<file path="config.mk">
export PLATFORM = sky130hd
export DESIGN_NAME = l2_req_q
export DESIGN_NICKNAME = d
export VERILOG_FILES = /design/src/rtl/l2_req_q.sv
export SDC_FILE = /design/constraint.sdc
export NUM_CORES = 1
export LEC_CHECK = 0
export CAP_MARGIN = 20
export CORE_MARGIN = 2
export CORE_UTILIZATION = 53
export CTS_CLUSTER_DIAMETER = 60
export DETAILED_ROUTE_END_ITERATION = 10
export PLACE_DENSITY = 0.79
export SLEW_MARGIN = 20
export SYNTH_ARGS = -nofsm -noshare
export SYNTH_HDL_FRONTEND = slang
export SYNTH_SLANG_ARGS = --single-unit
</file>
<file path="constraint.sdc">
create_clock -name clk -period 3.95 [get_ports clk]
set_input_delay 0.79 -clock clk [delete_from_list [all_inputs] [get_ports clk]]
set_output_delay 0.79 -clock clk [all_outputs]
set_load 0.05 [all_outputs]
</file>
<file path="src/rtl/l2_req_q.sv">
// Per-requester request queue between a cache and one L2 port: in-order FIFO issue with read
// credit throttling and a registered response path. Define L2Q_BYPASS_EN for empty-queue bypass.
module l2_req_q #(
  parameter int unsigned DEPTH     = 4,
  parameter int unsigned MAX_OUTST = 2,
  parameter int unsigned ID_W      = 4,
  parameter int unsigned ADDR_W    = 32,
  parameter int unsigned DATA_W    = 32
) (
  input  logic              clk,
  input  logic              reset_n,
  // request from cache
  input  logic              req_pkt_valid,
  input  logic [1:0]        req_pkt_op,
  input  logic [ID_W-1:0]   req_pkt_id,
  input  logic [ADDR_W-1:0] req_pkt_addr,
  input  logic [DATA_W-1:0] req_pkt_data,
  output logic              req_rdy,
  // request to L2
  output logic              l2_req_pkt_valid,
  output logic [1:0]        l2_req_pkt_op,
  output logic [ID_W-1:0]   l2_req_pkt_id,
  output logic [ADDR_W-1:0] l2_req_pkt_addr,
  output logic [DATA_W-1:0] l2_req_pkt_data,
  // response from L2
  input  logic              l2_rsp_pkt_valid,
  input  logic [ID_W-1:0]   l2_rsp_pkt_id,
  input  logic [DATA_W-1:0] l2_rsp_pkt_data,
  // response to cache
  output logic              rsp_pkt_valid,
  output logic [ID_W-1:0]   rsp_pkt_id,
  output logic [DATA_W-1:0] rsp_pkt_data,
  // drain control
  input  logic              drain,
  output logic              drained
);

  localparam logic [1:0] MEM_OP_READ     = 2'd0;
  localparam logic [1:0] MEM_OP_WRITE    = 2'd1;
  localparam logic [1:0] MEM_OP_READ_INV = 2'd2;

  localparam int unsigned IdxW = $clog2(DEPTH);
  localparam int unsigned PtrW = IdxW + 1;
  localparam int unsigned OutW = $clog2(MAX_OUTST + 1);
  localparam int unsigned EntW = 2 + ID_W + ADDR_W + DATA_W;

  localparam logic [PtrW-1:0] PtrOne   = PtrW'(1);
  localparam logic [PtrW-1:0] DepthCnt = PtrW'(DEPTH);
  localparam logic [OutW-1:0] OutOne   = OutW'(1);
  localparam logic [OutW-1:0] OutMax   = OutW'(MAX_OUTST);

  function automatic logic is_read(input logic [1:0] op);
    return (op == MEM_OP_READ) || (op == MEM_OP_READ_INV);
  endfunction

  // Storage and state
  logic [EntW-1:0] mem_q [DEPTH];
  logic [PtrW-1:0] wr_ptr_q, wr_ptr_d;
  logic [PtrW-1:0] rd_ptr_q, rd_ptr_d;
  logic [PtrW-1:0] count_q, count_d;
  logic [OutW-1:0] outst_cnt_q, outst_cnt_d;
  logic            req_rdy_q, req_rdy_d;
  logic            drained_q, drained_d;

  logic              l2_valid_q, l2_valid_d;
  logic [EntW-1:0]   l2_ent_q, l2_ent_d;
  logic              rsp_valid_q, rsp_valid_d;
  logic [ID_W-1:0]   rsp_id_q, rsp_id_d;
  logic [DATA_W-1:0] rsp_data_q, rsp_data_d;

  // Datapath decisions
  logic            fifo_empty;
  logic            credit_ok;
  logic            push;
  logic            pop;
  logic            byp;
  logic            wr_en;
  logic            issue;
  logic            issue_rd;
  logic            rsp_ok;
  logic [EntW-1:0] req_entry;
  logic [EntW-1:0] head_entry;
  logic [EntW-1:0] issue_entry;
  logic [1:0]      head_op;

  assign req_entry  = {req_pkt_op, req_pkt_id, req_pkt_addr, req_pkt_data};
  assign head_entry = mem_q[rd_ptr_q[IdxW-1:0]];
  assign head_op    = head_entry[EntW-1 -: 2];

  assign fifo_empty = (wr_ptr_q == rd_ptr_q);
  assign credit_ok  = (outst_cnt_q < OutMax);
  assign req_rdy    = req_rdy_q & ~drain;
  assign push       = req_pkt_valid & req_rdy;
  assign pop        = ~fifo_empty & ((head_op == MEM_OP_WRITE) | credit_ok);

`ifdef L2Q_BYPASS_EN
  // An empty queue cannot pop, so an eligible request may skip storage entirely.
  assign byp = push & fifo_empty & ((req_pkt_op == MEM_OP_WRITE) | credit_ok);
`else
  assign byp = 1'b0;
`endif

  assign wr_en       = push & ~byp;
  assign issue       = pop | byp;
  assign issue_entry = byp ? req_entry : head_entry;
  assign issue_rd    = issue & is_read(issue_entry[EntW-1 -: 2]);
  // Responses with no credit outstanding are stale (e.g. arrived after a reset) and dropped.
  assign rsp_ok      = l2_rsp_pkt_valid & (outst_cnt_q != '0);

  always_comb begin
    wr_ptr_d = wr_en ? (wr_ptr_q + PtrOne) : wr_ptr_q;
    rd_ptr_d = pop ? (rd_ptr_q + PtrOne) : rd_ptr_q;

    count_d = count_q;
    if (wr_en && !pop) begin
      count_d = count_q + PtrOne;
    end else if (!wr_en && pop) begin
      count_d = count_q - PtrOne;
    end

    outst_cnt_d = outst_cnt_q;
    if (issue_rd && !rsp_ok) begin
      outst_cnt_d = outst_cnt_q + OutOne;
    end else if (!issue_rd && rsp_ok) begin
      outst_cnt_d = outst_cnt_q - OutOne;
    end

    req_rdy_d = (count_d < DepthCnt) & ~drain;
    drained_d = (count_d == '0) & (outst_cnt_d == '0);

    l2_valid_d = issue;
    l2_ent_d   = issue ? issue_entry : '0;

    rsp_valid_d = rsp_ok;
    rsp_id_d    = rsp_ok ? l2_rsp_pkt_id : '0;
    rsp_data_d  = rsp_ok ? l2_rsp_pkt_data : '0;
  end

  always_ff @(posedge clk or negedge reset_n) begin
    if (!reset_n) begin
      wr_ptr_q    <= '0;
      rd_ptr_q    <= '0;
      count_q     <= '0;
      outst_cnt_q <= '0;
      req_rdy_q   <= 1'b0;
      drained_q   <= 1'b1;
      l2_valid_q  <= 1'b0;
      l2_ent_q    <= '0;
      rsp_valid_q <= 1'b0;
      rsp_id_q    <= '0;
      rsp_data_q  <= '0;
    end else begin
      wr_ptr_q    <= wr_ptr_d;
      rd_ptr_q    <= rd_ptr_d;
      count_q     <= count_d;
      outst_cnt_q <= outst_cnt_d;
      req_rdy_q   <= req_rdy_d;
      drained_q   <= drained_d;
      l2_valid_q  <= l2_valid_d;
      l2_ent_q    <= l2_ent_d;
      rsp_valid_q <= rsp_valid_d;
      rsp_id_q    <= rsp_id_d;
      rsp_data_q  <= rsp_data_d;
    end
  end

  // Entry storage needs no reset; validity is tracked by the pointers.
  always_ff @(posedge clk) begin
    if (wr_en) begin
      mem_q[wr_ptr_q[IdxW-1:0]] <= req_entry;
    end
  end

  assign l2_req_pkt_valid = l2_valid_q;
  assign l2_req_pkt_op    = l2_ent_q[EntW-1 -: 2];
  assign l2_req_pkt_id    = l2_ent_q[ADDR_W+DATA_W +: ID_W];
  assign l2_req_pkt_addr  = l2_ent_q[DATA_W +: ADDR_W];
  assign l2_req_pkt_data  = l2_ent_q[DATA_W-1:0];

  assign rsp_pkt_valid = rsp_valid_q;
  assign rsp_pkt_id    = rsp_id_q;
  assign rsp_pkt_data  = rsp_data_q;
  assign drained       = drained_q;

`ifdef ASSERT
  `define VASSERT(name, prop) \
    name: assert property (@(posedge clk) disable iff (!reset_n) (prop));
  `VASSERT(a_rsp_without_credit, !(l2_rsp_pkt_valid && (outst_cnt_q == '0)))
  `VASSERT(a_outst_bounded, outst_cnt_q <= OutMax)
  `VASSERT(a_count_bounded, count_q <= DepthCnt)
  `undef VASSERT
`endif

endmodule

</file>
## Word-level counts from Yosys, hierarchy flattened

Memories as Yosys holds them, arrays and structs flattened.
Cells that the tools add are included.

- Bits in registers: 121
- RAM bits: 280
- Input port bits: 111
- Output and inout port bits: 110
- Word-level logic and storage cells: 55
- Memories: 1

Memories:

| name | depth | bits a word | rd ports | clocked after memory_dff | write ports | line | text |
|---|---|---|---|---|---|---|---|
| mem_q | 4 | 70 | 1 | 0 | 1 | 57 | `logic [EntW-1:0] mem_q [DEPTH];` |

- Add/subtract/negate cells: 6
- Order comparisons: 2
- Equal/unequal tests: 3
- Mux-type cells: 9
- Bitwise logic cells: 10
- Reductions and logical operators: 13

Operators by type and width:

| cell | number |
|---|---|
| $mux W70 | 1 |
| $mux W32 | 1 |
| $add A3 B1 Y3 const B | 3 |
| $and A1 B1 Y1 | 7 |
| $mux W3 | 2 |
| $logic_and A1 B1 Y1 | 4 |
| $logic_not A1 Y1 | 4 |
| $logic_not A2 Y1 | 2 |
| $mux W2 | 2 |
| $mux W4 | 1 |
| $eq A3 B3 Y1 | 1 |
| $logic_not A3 Y1 | 1 |
| $lt A3 B3 Y1 const B | 1 |
| $sub A3 B1 Y3 const B | 1 |
| $add A2 B1 Y2 const B | 1 |
| $eq A2 B1 Y1 const B | 1 |
| $eq A2 B2 Y1 const B | 1 |
| $lt A2 B2 Y1 const B | 1 |
| $mux W1 | 2 |
| $not A1 Y1 | 2 |
| $reduce_bool A2 Y1 | 1 |
| $sub A2 B1 Y2 const B | 1 |
| $logic_or A1 B1 Y1 | 1 |
| $or A1 B1 Y1 | 1 |

## Longest topological paths before layout

Gate-level depths: netlist of run 1.
An unclocked memory read counts as a cell.

- Depth in word-level cells: 11
- Mapped depth: 8
- Depth with buffers taken out: 6

## Least setup slack after synthesis of run 1

No wires, ideal clock.

- Path kind: input to register
- From: in drain
- To: mem mem_q[3][0] in the netlist's numbering (enable)
- Setup time: 438 ps
- Arrival: 3484 ps
- Required time: 3512 ps
- Path slack: 28 ps
- Cell stages on the path: 2
- Buffers on the path: 0
- Cells stage by stage: nor2b_1 > and3_1

- Word-level cells in the longest chain between the ends: 5

RTL lines:

| element | line | text |
|---|---|---|
| start, declared | 34 | `input logic drain,` |
| $not A1 Y1 | 92 | `assign req_rdy = req_rdy_q & ~drain;` |
| $and A1 B1 Y1 | 92 |  |
| $and A1 B1 Y1 | 93 | `assign push = req_pkt_valid & req_rdy;` |
| $mux W1 | 169 | `if (wr_en) begin` |
| $mux W1 (implied by the code) | 170 | `mem_q[wr_ptr_q[IdxW-1:0]] <= req_entry;` |
| end, declared | 57 |  |

No other way between the ends.

## Final worst setup path of run 1

- From: in drain
- To: out req_rdy

- Word-level cells in the longest chain between the ends: 2

RTL lines:

| element | line | text |
|---|---|---|
| $not A1 Y1 | 92 |  |
| $and A1 B1 Y1 | 92 |  |
| end, declared | 18 | `output logic req_rdy,` |

No other way between the ends.

==> results.py, run 1 <==
metrics = {
    "critical_path": {
        "critPathArrivalTime_ps": 2560,
        "reg2reg_depth": 5,
        "max_stage_delay_ps": 910,
        "timing.rr.start": "rd_ptr_q[1]",
        "cp_max_fo": 7,
        "critPathMostFrequentCell": "clkdlybuf4s50_1",
        "crit_end": "req_rdy",
        "critPathSlowestCell": "clkdlybuf4s50_1",
        "endpoint_kind": "primary output",
        "cp_cell_sequence": "clkdlybuf4s50_1 -> nor2b_1 -> clkdlybuf4s50_1",
        "cp.buffers_inverters": 2,
        "crit_family": "buffers and inverters",
        "cp.depth": 3,
        "critical_path.startpoint": "drain",
        "cp-start-kind": "primary input",
        "crit_required_ps": 3160,
        "r2r_end": "l2_ent_q[37]",
        "r2r_setup_slack_ps": 1280,
        "critical_path_class": "in -> out",
    },
    "yosys": {
        "yosys_warnings": 0,
        "syn_area_sq_mm": 0.0143,
        "synth_area_leader_cell": "edfxtp_1",
        "synth_top_area_share_pct": 58.8,
        "synthTopCellsByArea": "edfxtp_1 59%, dfrtp_1 21%, mux4_2 11%, nor2b_1 3.1%, and2_1 1.8%",
        "synth-simple-area-share_pct": 5.58,
        "yosysMostFrequentCell": "edfxtp_1",
        "synth_fa_ha_area_share_pct": 0.701,
        "netlist_top_cells_count": "280 x edfxtp_1, 120 x dfrtp_1, 70 x mux4_2, 70 x nor2b_1, 40 x and2_1",
        "synth_top_family_by_area": "multiplexers",
        "ys_async_sr_fraction_pct": 30.2,
        "synth_seq_cells": 401,
        "synth_mux_area_share_pct": 11.2,
        "syn_nets": 794,
        "synthCells": 675,
        "synth_compound_area_share_pct": 0.665,
        "synth-edff-count": 280,
        "syn-mean-instance-area_sq_um": 21.2,
        "synthXorXnorAreaFrac_pct": 0.797,
        "synthFlopType": "edfxtp_1",
        "ys_types": 28,
        "yosysSeqAreaShare_pct": 80.0,
    },
    "route": {
        "vias_per_cell": 5.35,
        "drcViolationCount": 0,
        "initialDrtViolationCount": 424,
        "dr.pass1.iters": 5,
        "vias": 6916,
        "routedWlPerCell_um": 20.8,
        "wl_um": 26900,
        "ant_nets": 0,
    },
    "finish": {
        "fin_nets": 1039,
        "layoutNonFillerInstCount": 1292,
        "fill_cells": 1674,
        "post-route-util_pct": 68.4,
        "layout-drive-gt1-share_pct": 15.9,
        "fin_area_sq_mm": 0.0183,
        "antennaDiodeCount": 0,
        "syn_to_final_growth_pct": 28.0,
    },
    "sta": {
        "fin_tns_setup_ps": 0,
        "tightest_slew_ps": 783,
        "hold_ws_ps": 331,
        "relSlewSlack_pct": 47.8,
        "layout_min_cycle_time_ps": 3350,
        "min_period_over_period_pct": 84.8,
        "fin_skew_ps": 17.8,
        "fmax_mhz": 299,
        "hold_violations": 0,
        "setup_viol": 0,
        "rsz0062_at_grt": "false",
        "fin_ws_ps": 602,
        "drv_slew": 0,
    },
    "clock_network": {
        "cts_setup_buffers": 0,
        "clk_pin_slew_ps": 60,
        "cts_buffers": 40,
        "clk_latency_ps": 520,
        "clock_sinks": 401,
        "htree_levels": 2,
        "hold_buffers": 0,
        "cts_max_path_buffers": 3,
        "cts_tree": "built",
        "cts_root_buf": "clkbuf_16",
        "cts.repair.resized": 0,
    },
    "power_and_ir_drop": {
        "switching_share_pct": 32.0,
        "p_leak_nw": 6.55,
        "power.density_mw_per_mm2": 730,
        "finalPower_mw": 13.4,
        "power.internal_mw": 9.08,
        "comb_power_share_pct": 31.7,
        "peakVddDrop_v": 0.000492,
        "power_frac_seq_pct": 40.2,
        "p_sw_mw": 4.28,
        "pwr-share-clk_pct": 28.1,
    },
    "die": {
        "pin_count": 221,
        "core_sq_mm": 0.0267,
        "die-area_sq_mm": 0.0283,
        "row_count": 60,
        "start_util_pct": 53.5,
        "die-height_um": 168,
        "dieWidth_um": 168,
    },
    "place": {
        "place_area_sq_mm": 0.0170,
        "dp.cells": 1219,
        "pre_cts_ws_ps": 634,
        "portBuffers": 220,
        "routabilityCongestion": 0.726,
        "place_hpwl_um": 15600,
    },
    "run": {
        "timing.max_cap.violations": 0,
    },
    "worst_hold_path": {
        "worstHoldPathType": "in -> async",
    },
    "global_route": {
        "grt_pass1_vias": 7367,
        "grt_pass1_wl_um": 41800,
        "grt.total_usage_pct": 19.5,
        "antenna_found_initial": 2,
        "grt_max_degree": 79,
        "grt-ovfl-total": 0,
    },
    "status": {
        "status": "complete, no violations",
    },
}
[metal layers]
metal / wire (um) / share of wire, % / GRT usage (%)
met1: 11300 / 42 / 26.7
met2: 13000 / 48 / 31.5
met3: 2020 / 7.5 / 4.94
met4: 656 / 2.4 / 6.00
met5: 13 / 0.048 / 0
[logic make-up after synthesis]
family | Yosys count
AO/OA/AOI/OAI | 13
buffers and inverters | 36
AND/OR/NAND/NOR | 132
flip-flops | 401
adder cells (fa/ha/maj) | 8
XOR/XNOR | 13
multiplexers | 72
[flip-flops by register name, indices dropped and copies added (netlist names)]
name and flops:
req_rdy_q 1, wr_ptr_q 3, count_q 3, l2_ent_q 70, outst_cnt_q 2, rsp_pkt_id 4, l2_req_pkt_valid 1, rsp_pkt_data 32
mem_q 280, rsp_pkt_valid 1, drained 1, rd_ptr_q 3
[power by group through the flow]
stage                     clock, mW  combinational (mW)  sequential (mW)
after CTS                      3.85                4.30             5.39
final                          3.76                4.23             5.37
after floorplan                   0                1.94             6.44
after global routing           4.02                4.52             5.43
after detailed placement          0                4.27             5.46
after global placement            0                4.22             5.44
[placed cells by master (no fill, tap or decap), types with 5 or more instances in the layout]
| master | synthesis | final |
|---|---|---|
| inv_1 | 7 | 7 |
| o21ai_0 | 5 | 5 |
| xor2_1 | 5 | 5 |
| clkbuf_8 | 0 | 6 |
| buf_4 | 0 | 8 |
| clkbuf_16 | 0 | 41 |
| dfrtp_1 | 120 | 118 |
| nor2b_1 | 70 | 69 |
| nand2_1 | 8 | 8 |
| clkdlybuf4s50_1 | 0 | 219 |
| edfxtp_1 | 280 | 280 |
| xnor2_1 | 8 | 8 |
| mux4_2 | 70 | 70 |
| ha_1 | 8 | 8 |
| clkbuf_1 | 23 | 15 |
| and2_1 | 40 | 40 |
[cell type report]
class	instances	area [sq um]	share of cell area, %
repair buffers	232	2340	12.8
clock buffers	62	1160	6.37
well taps	341	427	2.33
flip-flops and latches	401	11400	62.6
inverters	7	26.3	0.144
clock inverters	11	161	0.882
multi-input cells	238	2730	14.9
[how the worst min path moves through the flow]
| stage | startpoint | to | slack [ps] | depth (start not counted) |
|---|---|---|---|---|
| floorplan | wr_ptr_q[2] | wr_ptr_q[2] | 460 | 1 |
| global route | reset_n | rsp_pkt_id[0] | 370 | 1 |
| global placement | wr_ptr_q[2] | wr_ptr_q[2] | 480 | 1 |
| finish | reset_n | rsp_pkt_data[13] | 330 | 1 |
| CTS | reset_n | l2_ent_q[36] | 350 | 1 |
| detailed placement | count_q[2] | count_q[2] | 490 | 1 |
Power figures use the tool's default switching activity.
==> run 2: changes to the inputs <==
CORE_UTILIZATION = 48   (was 53)
PLACE_DENSITY = 0.75   (was 0.79)
clock period = 3 ns   (was 3.95 ns; I/O delays follow)
==> run 2 against run 1 <==
First-iteration DRC count is 1.2% lower. Sequential share of layout area fell by 0.78 points. Largest power group unchanged. Critical path depth fell by 2. Wire length grew 1.5%. Die area rose by 10%. Global-route usage is 1.7 points lower. Critical path type is now reg -> out. Setup slack got worse by 82 ps. Via count rose by 0.12%. Power increased by 33%. Sequential power grew 31%. Clock skew decreased by 12 ps. Flip-flop and latch count is the same.
==> results.py, run 2 (same netlist as run 1, synthesis figures left out) <==
metrics = {
    "finish": {
        "fill_cells": 2062,
        "fin_nets": 1048,
        "largest_reg_flops": 280,
        "multi_input_area_sq_mm": 0.00273,
        "regArea_sq_mm": 0.0114,
        "fin_area_sq_mm": 0.0185,
        "most-common-layout-cells": "280 x edfxtp_1, 218 x clkdlybuf4s50_1, 118 x dfrtp_1, 70 x mux4_2, 69 x nor2b_1",
        "layout-drive-gt1-share_pct": 17.2,
        "syn_to_final_growth_pct": 29.6,
        "layoutNonFillerInstCount": 1353,
        "layout_commonest_cell": "edfxtp_1",
    },
    "place": {
        "place_area_sq_mm": 0.0172,
        "place_hpwl_um": 16700,
        "routabilityCongestion": 0.764,
        "portBuffers": 220,
        "pre_cts_ws_ps": 561,
        "dp.cells": 1275,
    },
    "critical_path": {
        "max_stage_delay_ps": 820,
        "critPathArrivalTime_ps": 1880,
        "critical_path_class": "reg -> out",
        "critPathSlowestCell": "clkdlybuf4s50_1",
        "cp_max_fo": 1,
        "cp.buffers_inverters": 1,
        "crit_required_ps": 2400,
        "endpoint_kind": "primary output",
        "cp-start-kind": "flip-flop",
        "crit_family": "buffers and inverters",
        "cp_cell_sequence": "clkdlybuf4s50_1",
    },
    "clock_network": {
        "cts_buffers": 42,
        "clock_sinks": 401,
        "cts_tree": "built",
        "clk_pin_slew_ps": 60,
        "htree_levels": 2,
        "cts_root_buf": "clkbuf_16",
        "cts_max_path_buffers": 3,
        "cts.repair.resized": 0,
        "clk_latency_ps": 520,
        "cts_setup_buffers": 0,
        "hold_buffers": 0,
    },
    "run": {
        "timing.max_cap.violations": 0,
    },
    "sta": {
        "fin_skew_ps": 5.64,
        "hold_violations": 0,
        "setup_viol": 0,
        "drv_slew": 0,
        "fmax_mhz": 403,
        "layout_min_cycle_time_ps": 2480,
        "tightest_slew_ps": 786,
        "fin_tns_setup_ps": 0,
        "hold_ws_ps": 9.08,
        "rsz0062_at_grt": "false",
        "relSlewSlack_pct": 47.6,
        "fin_ws_ps": 520,
        "min_period_over_period_pct": 82.7,
    },
    "global_route": {
        "grt.total_usage_pct": 17.8,
        "grt-ovfl-total": 0,
        "grt_max_degree": 52,
        "grt_pass1_wl_um": 41500,
        "grt_pass1_vias": 7240,
        "antenna_found_initial": 2,
    },
    "route": {
        "vias_per_cell": 5.12,
        "drcViolationCount": 0,
        "wl_um": 27300,
        "ant_nets": 0,
        "initialDrtViolationCount": 419,
        "dr.pass1.iters": 4,
        "routedWlPerCell_um": 20.2,
        "vias": 6924,
    },
    "power_and_ir_drop": {
        "peakVddDrop_v": 0.000632,
        "power.density_mw_per_mm2": 956,
        "p_leak_nw": 6.63,
    },
    "die": {
        "row_count": 63,
        "pin_count": 221,
        "start_util_pct": 48.5,
        "die-area_sq_mm": 0.0312,
        "core_sq_mm": 0.0295,
        "die-height_um": 177,
        "dieWidth_um": 177,
    },
    "status": {
        "status": "complete, no violations",
    },
    "worst_hold_path": {
        "worstHoldPathType": "in -> async",
    },
}
-- run 2: cell count changes in the layout (fill, tap and decap cells not counted), sizes merged --
cell / before / now
clkbuf: 62 / 53
clkdlybuf4s50: 219 / 218
diode: 0 / 2
inv: 9 / 10
bufinv: 4 / 3
clkinv: 5 / 16
buf: 13 / 21
clkinvlp: 0 / 1
-- run 2: layer usage --
| layer | up-vias | wire length, um | global-route usage (%) |
|---|---|---|---|
| li1 | 3087 | - | - |
| met1 | 3547 | 11100 | 23.3 |
| met2 | 248 | 13500 | 29.7 |
| met3 | 42 | 2120 | 4.78 |
| met4 | 0 | 580 | 4.65 |
| met5 | - | 0 | 0 |
-- run 2: path summary, 6_finish.rpt --
kind | start | depth (start not counted) | to | slack (ps)
max | drained | 1 | drained | 520
min | reset_n | 1 | rsp_pkt_data[15] | 9
max reg2reg | rd_ptr_q[1] | 6 | req_rdy_q | 660
min reg2reg | wr_ptr_q[2] | 1 | wr_ptr_q[2] | 490
max in group asynchronous | reset_n | 2 | l2_ent_q[7] | 2160
min in group clk | wr_ptr_q[2] | 1 | wr_ptr_q[2] | 490
-- run 2: report_power, final --
group          switching, mW  leakage, nW  total (mW)  internal [mW]
Combinational           3.35         1.88        5.69           2.34
Sequential             0.369         4.08        7.04           6.67
Clock                   2.00        0.668        4.99           2.99
Total                   5.72         6.63        17.7           12.0
-- run 2: through the flow --
| step | util (%) | power, mW |
|---|---|---|
| finish | 62.8 | 17.7 |
| global route | 62.8 | 18.6 |
| CTS | 62.8 | 18.0 |
| detailed placement | 58.2 | 12.9 |
| global placement | 58.2 | 12.8 |
| floorplan | - | 11.0 |
-- run 2: cell type report --
cell class              count  share of cell area (%)
clock buffers              53                    6.23
well taps                 390                    2.63
inverters                   7                   0.142
multi-input cells         238                    14.7
flip-flops and latches    401                    61.8
diodes                      2                  0.0270
clock inverters            23                    1.07
repair buffers            239                    13.4
==> run 3: changes to the inputs <==
CORE_UTILIZATION = 53   (was 48)
PLACE_DENSITY = 0.79   (was 0.75)
clock period = 2.5 ns   (was 3 ns; I/O delays follow)
==> run 3 against run 2 <==
Global-route usage rose by 2.3 points. Combinational power rose by 23%. Critical path depth did not move. Hold slack improved by 480 ps. Die area fell by 9.2%. First-iteration DRC count rose by 16%. Non-clock buffer count rose by 8.
==> results.py, run 3 (same netlist as run 1, synthesis figures left out) <==
metrics = {
    "route": {
        "drcViolationCount": 0,
        "ant_nets": 0,
        "initialDrtViolationCount": 488,
        "vias_per_cell": 5.34,
        "vias": 6959,
        "dr.pass1.iters": 4,
        "wl_um": 28100,
        "routedWlPerCell_um": 21.6,
    },
    "critical_path": {
        "critPathSlowestCell": "clkdlybuf4s50_1",
        "critical_path_class": "reg -> out",
        "cp_max_fo": 1,
        "cp_cell_sequence": "clkdlybuf4s50_1",
        "endpoint_kind": "primary output",
        "crit_required_ps": 2000,
        "crit_family": "buffers and inverters",
        "cp.buffers_inverters": 1,
        "critPathArrivalTime_ps": 1830,
        "max_stage_delay_ps": 800,
        "cp-start-kind": "flip-flop",
    },
    "sta": {
        "relSlewSlack_pct": 60.6,
        "hold_violations": 0,
        "rsz0062_at_grt": "false",
        "min_period_over_period_pct": 93.0,
        "drv_slew": 0,
        "fmax_mhz": 430,
        "fin_tns_setup_ps": 0,
        "tightest_slew_ps": 589,
        "fin_skew_ps": 17.8,
        "setup_viol": 0,
        "layout_min_cycle_time_ps": 2330,
    },
    "clock_network": {
        "cts_buffers": 39,
        "cts_max_path_buffers": 3,
        "cts.repair.resized": 0,
        "cts_tree": "built",
        "cts_root_buf": "clkbuf_16",
        "htree_levels": 2,
        "clock_sinks": 401,
        "cts_setup_buffers": 0,
        "hold_buffers": 1,
        "clk_pin_slew_ps": 60,
        "clk_latency_ps": 510,
    },
    "die": {
        "row_count": 60,
        "die-height_um": 168,
        "core_sq_mm": 0.0267,
        "start_util_pct": 53.5,
        "die-area_sq_mm": 0.0283,
        "pin_count": 221,
        "dieWidth_um": 168,
    },
    "global_route": {
        "grt_pass1_vias": 7467,
        "grt-ovfl-total": 0,
        "grt.total_usage_pct": 20.1,
        "grt_max_degree": 56,
        "grt_pass1_wl_um": 42800,
        "antenna_found_initial": 2,
    },
    "status": {
        "status": "complete, no violations",
    },
    "place": {
        "portBuffers": 220,
        "routabilityCongestion": 0.798,
        "place_hpwl_um": 17900,
    },
    "power_and_ir_drop": {
        "power.density_mw_per_mm2": 1130,
        "peakVddDrop_v": 0.000665,
        "p_leak_nw": 6.56,
    },
    "finish": {
        "fin_nets": 1053,
        "largest_reg_flops": 280,
        "most-common-layout-cells": "280 x edfxtp_1, 218 x clkdlybuf4s50_1, 118 x dfrtp_1, 70 x mux4_2, 68 x nor2b_1",
        "layout-drive-gt1-share_pct": 16.4,
        "syn_to_final_growth_pct": 28.4,
        "layout_commonest_cell": "edfxtp_1",
        "post-route-util_pct": 68.6,
    },
    "worst_hold_path": {
        "worstHoldPathType": "in -> async",
    },
    "run": {
        "timing.max_cap.violations": 0,
    },
}
-- run 3: final timing paths --
| path | slack (ps) | start | end | cells past startpoint |
|---|---|---|---|---|
| max | 170 | drained | drained | 1 |
| min | 480 | reset_n | rsp_pkt_data[14] | 2 |
| min reg2reg | 490 | wr_ptr_q[2] | wr_ptr_q[2] | 1 |
| max reg2reg | 260 | rd_ptr_q[1] | count_q[1] | 7 |
| min in group clk | 490 | wr_ptr_q[2] | wr_ptr_q[2] | 1 |
| max in group asynchronous | 1390 | reset_n | l2_ent_q[65] | 3 |
-- run 3: cell type report --
class                      instances  area [sq um]
sequential                       401         11400
tap                              341           427
clock inverter                     8          42.5
antenna                            1          2.50
timing repair buffer             247          2560
fill                            1650          8380
inverter                           7          26.3
multi-input combinational        238          2730
clock buffer                      61          1110
-- run 3: report_power, final --
group / switching (mW) / total (mW) / internal [mW] / leakage (nW)
registers: 0.363 / 8.37 / 8.00 / 4.08
clock network: 2.25 / 5.31 / 3.06 / 0.556
logic: 4.13 / 7.01 / 2.88 / 1.93
-- run 3: layer usage --
metal,vias up,GRT usage [%],routed length (um)
met5,-,0,13
met4,2,5.77,664
met3,53,4.63,1870
met2,253,34.2,14300
met1,3566,26.3,11300
li1,3085,-,-
-- run 3: metrics by stage --
step                area, sq um  cells  hold WS (ps)  power (mW)  setup WS [ps]
floorplan                 14300    675           204        13.2            312
global placement          17200   1233           450        15.4            329
detailed placement        17200   1233           454        15.6            321
CTS                       18300   1303           491        20.9            153
global route              18300   1304           497        21.6            127
finish                    18300   1304           485        20.7            175
